[src/rtl/fifo_packet_reader.sv]
// Read-side drain engine: walks one FIFO entry unit by unit, streams the bytes
// over a valid/ready interface, then pops the entry with a single rinc pulse.
module fifo_packet_reader #(
  parameter int unsigned WIDTH     = 11,
  parameter int unsigned UWIDTH    = 8,
  parameter int unsigned PTR_IN_SZ = 4,
  parameter int unsigned CNT_W     = 16
) (
  input  logic                 clk,
  input  logic                 rst,
  input  logic                 rempty,
  input  logic [UWIDTH-1:0]    rdata,
  output logic                 rinc,
  output logic [PTR_IN_SZ-1:0] raddr_in,
  output logic [UWIDTH-1:0]    out_data,
  output logic                 out_valid,
  output logic                 out_last,
  input  logic                 out_ready,
  input  logic                 flush,
  output logic                 busy,
  output logic [CNT_W-1:0]     pkt_count
);

  localparam logic [PTR_IN_SZ-1:0] LAST_IDX = PTR_IN_SZ'(WIDTH - 1);

  typedef enum logic [1:0] {IDLE, FETCH, SEND, POP} state_e;

  state_e               state_q, state_d;
  logic [PTR_IN_SZ-1:0] idx_q, idx_d;
  logic [UWIDTH-1:0]    data_q, data_d;
  logic                 valid_q, valid_d;
  logic                 last_q, last_d;
  logic                 rinc_q, rinc_d;
  logic [CNT_W-1:0]     cnt_q, cnt_d;
  logic                 fire_c;

  assign fire_c = valid_q & out_ready;

  // Next-state, datapath and unit-address decode
  always_comb begin
    state_d  = state_q;
    idx_d    = idx_q;
    data_d   = data_q;
    valid_d  = valid_q;
    last_d   = last_q;
    cnt_d    = cnt_q;
    rinc_d   = 1'b0;
    raddr_in = idx_q;

    case (state_q)
      IDLE: begin
        raddr_in = '0;
        if (!rempty) state_d = FETCH;
      end
      FETCH: begin
        if (flush) begin
          state_d = POP;
        end else begin
          data_d  = rdata;
          valid_d = 1'b1;
          last_d  = (idx_q == LAST_IDX);
          state_d = SEND;
        end
      end
      SEND: begin
        // flush takes priority over a same-cycle handshake
        if (flush) begin
          valid_d = 1'b0;
          last_d  = 1'b0;
          state_d = POP;
        end else if (fire_c && !last_q) begin
          idx_d    = idx_q + PTR_IN_SZ'(1);
          raddr_in = idx_d;
          data_d   = rdata;
          last_d   = (idx_d == LAST_IDX);
        end else if (fire_c) begin
          valid_d = 1'b0;
          last_d  = 1'b0;
          cnt_d   = cnt_q + CNT_W'(1);
          state_d = POP;
        end
      end
      POP: begin
        idx_d   = '0;
        state_d = IDLE;
      end
      default: state_d = IDLE;
    endcase

    // rinc is high for exactly the single POP cycle
    rinc_d = (state_d == POP) && (state_q != POP);
  end

  always_ff @(posedge clk or negedge rst) begin
    if (!rst) begin
      state_q <= IDLE;
      idx_q   <= '0;
      data_q  <= '0;
      valid_q <= 1'b0;
      last_q  <= 1'b0;
      rinc_q  <= 1'b0;
      cnt_q   <= '0;
    end else begin
      state_q <= state_d;
      idx_q   <= idx_d;
      data_q  <= data_d;
      valid_q <= valid_d;
      last_q  <= last_d;
      rinc_q  <= rinc_d;
      cnt_q   <= cnt_d;
    end
  end

  assign rinc      = rinc_q;
  assign out_data  = data_q;
  assign out_valid = valid_q;
  assign out_last  = last_q;
  assign pkt_count = cnt_q;
  assign busy      = (state_q != IDLE);

endmodule

[config.mk]
export PLATFORM = sky130hd
export DESIGN_NAME = fifo_packet_reader
export DESIGN_NICKNAME = d
export VERILOG_FILES = /design/src/rtl/fifo_packet_reader.sv
export SDC_FILE = /design/constraint.sdc
export NUM_CORES = 1
export LEC_CHECK = 0
export ABC_AREA = 1
export CORE_ASPECT_RATIO = 0.7
export CORE_MARGIN = 3
export CORE_UTILIZATION = 38
export DETAILED_ROUTE_END_ITERATION = 8
export DONT_BUFFER_PORTS = 1
export GPL_TIMING_DRIVEN = 0
export HOLD_SLACK_MARGIN = 0.06
export PLACE_DENSITY = 0.58
export SLEW_MARGIN = 20
export SYNTH_ARGS = -nofsm -noshare
export SYNTH_HDL_FRONTEND = slang
export SYNTH_SLANG_ARGS = --single-unit
[constraint.sdc]
create_clock -name clk -period 1.7 [get_ports clk]
set_clock_uncertainty 0.05 [all_clocks]
set_input_delay 0.255 -clock clk [delete_from_list [all_inputs] [get_ports clk]]
set_output_delay 0.255 -clock clk [all_outputs]
set_load 0.02 [all_outputs]
==> impl_results.md <==
- Gpl congestion: 0.7920
- Critical Path Source Type: flip-flop
- Core box area: 0.004579 mm²
- Post-synth cell types: 27
- WL met3: 303 µm
- M1 wire length: 2361 µm
- Antenna cells: 0
- Synth top area share: 43.48%
- Seq cells post-synth: 33
- TritonCTS Sinks: 33
- Port Buffers: 0
- ANT nets after route: 0
- Via density: 4.667
- Crit path capture type: output port
- WL per Instance: 13.17 µm
- Tcrit/Tclk final: 108.5%
- Gr usage total: 16.27%
- Sequential share of the synthesized area: 43.48%
- Max cap viols: 0
- Post-Synthesis Mean Instance Area: 7.816 µm²
- Outcome: finished with violations
- Lkg Pwr: 0.001285 µW
- Synthesized area: 0.001899 mm²
- Worst rel slew slack: 75.49%
- Setup violators final: 13
- Metal2 WL: 1809 µm
- Final non-filler cell total: 342
- PnR worst setup slack: -0.1443 ns
- Req. time, crit path: 1.39 ns
- Starting density of the core: 41.48%
- Num CTS Buffers: 5
- CTS tree: built
- Setup TNS: -1.016 ns
- Mapped Cells: 243
- R2R cell count: 11
- Synth area leaders: dfrtp_1, nand2_1, inv_1
- Violated checks: negative setup slack
- Die H: 65.15 µm
- Tightest Pin Transition: 0.3677 ns
- Cell total after placement: 309
- IO Pins: 45
- Detailed Routing Iterations Pass 1: 4
- Worst skew pair latency: 0.28 ns
- Pin count of the biggest net entering global routing: 34
- Final hold violations: 0
- Clk pin slew, worst setup/hold paths: 0.07 ns
- Hold Path Depth: 2
- Pre-CTS setup slack: -0.1380 ns
- Gr ovfl total: 0
- DRC: 0
- VDD IR max: 0.0005368 V
- CP Class: reg -> out
- Yosys Warn Count: 0
- Final instance area: 0.002551 mm²
- Die Width: 90.50 µm
- Vias in the first global route: 1528
- Total wire length: 4503 µm
- Max clock buf depth: 2
- Hold WC Path Type: in -> reg
- Syn Nets: 264
- Crit path DAT: 1.54 ns
- CTS root buf: clkbuf_8
- Pins over their slew limit: 0
- Global-route wire length before repair: 7514 µm
- Nets@finish: 296
- Minimum clock period: 1.844 ns
- Hpwl dp: 3175 µm
- Area grow syn2layout: 34.32%
- Vias after detailed routing: 1596
- RSZ-0062 raised after global routing: true
- Area leader, netlist: dfrtp_1
- Share of cells above drive strength 1: 31.52%
- Row cnt: 20
- Max Fclk: 542.2 MHz
- CP Max Fanout: 4
- 1st-iter DRT viols: 47
- CTS HTree Levels: 2
- Design Power: 3965 µW
- Die area: 0.005896 mm²
- Max Used Layer: met4
- Initial antenna violation count: 0
- PwrDens: 1554 mW/mm²
- Post-DP Area: 0.001982 mm²
[state kept, by name, indices dropped and copies added, names as in the netlist]
register	count
idx_q	4
out_data	8
out_last	1
out_valid	1
pkt_count	16
rinc	1
state_q	2
[final cells by class]
| type | count | area, µm² |
|---|---|---|
| Fill cell | 437 | 2028 |
| Multi-Input combinational cell | 175 | 1090 |
| Sequential cell | 33 | 830.8 |
| Timing Repair Buffer | 26 | 259.0 |
| Inverter | 32 | 123.9 |
| Tap cell | 66 | 82.58 |
| Clock buffer | 5 | 68.82 |
| Clock inverter | 3 | 65.06 |
| Buffer | 2 | 31.28 |
[routing by layer]
metal | vias to the layer above | GRT usage (%)
met3 | 2 | 6.064
met2 | 36 | 21.98
met4 | 0 | 4.580
met5 | - | 0
met1 | 742 | 23.92
li1 | 816 | -
[path summary, 6_finish.rpt]
check                           slack (ns)  startpoint           end
worst max-delay path                 -0.14  state_q[0]   raddr_in[1]
worst min-delay path                  0.07    rdata[0]   out_data[0]
worst max register to register       -0.07  state_q[1]  pkt_count[2]
worst min register to register        0.48    idx_q[0]      idx_q[0]
max in group asynchronous             1.03         rst  pkt_count[1]
min in group asynchronous             0.37         rst  pkt_count[8]
[report_power, final]
| part | switching (µW) | internal [µW] | total, µW |
|---|---|---|---|
| combinational | 927 | 716 | 1640 |
| clock | 302 | 583 | 884 |
| sequential | 426 | 1010 | 1440 |
| total | 1650 | 2310 | 3970 |
[through the flow]
step           util, %  hold slack (ns)
6_report         55.71          0.07141
5_1_grt          55.71          0.06272
4_1_cts          51.58          0.06156
3_5_place_dp     43.28         -0.08979
3_3_place_gp     43.28         -0.08987
2_1_floorplan        -         -0.09059
[cells in the mapped netlist]
cell	count
nand2_2	4
o21ai_2	1
inv_2	2
nor2_1	22
buf_2	1
nand4_1	3
xnor2_1	1
nand2_4	2
or2_1	1
o21ai_0	9
buf_6	2
xor2_1	9
nor2_4	4
nand3_1	19
ha_1	8
o21ai_1	1
nor2_2	1
nand3_2	1
o22ai_1	1
a21boi_0	1
dfrtp_1	33
inv_1	30
nor3_4	1
nor3b_1	1
nand2_1	80
a21oi_1	3
nand3b_1	2
[layout by cell type, fill, tap and decap left out, types with 4 or more instances in the layout]
cell and instances:
dfrtp_2 4, nand2_4 6, nand3_1 16, dfrtp_1 29, ha_1 6, o21ai_0 6
xor2_1 9, nor2_4 8, buf_4 13, buf_6 6, dlygate4sd3_1 6, inv_1 21
clkbuf_8 5, inv_2 10, nand2_2 12, nor2_1 17, nand2_1 67
[timing repair]
action,4_1_cts,5_1_grt
endpoints found under the setup margin,12,28
gates resized for setup,24,44
endpoints found under the hold margin,38,0
gates cloned,0,1
buffers inserted,12,8
pin swaps,11,20
hold buffers,7,0
[logic make-up (layout without fill, tap and decap cells)]
kind of cell	Yosys count	after routing	share of synthesized area (%)
compound gates	16	16	4.611
xor+xnor	10	10	4.612
fa+ha+maj	8	8	5.270
buf+inv	35	68	7.773
flops	33	33	43.48
simple gates	141	141	34.26
[worst max-delay path, cell delays in order (launching register included)]
cell     delay, ns
dfrtp_1       0.39
inv_2         0.09
ha_4          0.14
nand4_1       0.19
or2_1         0.31
nand2_2       0.14
No activity file was read; power rests on OpenSTA's default activity.
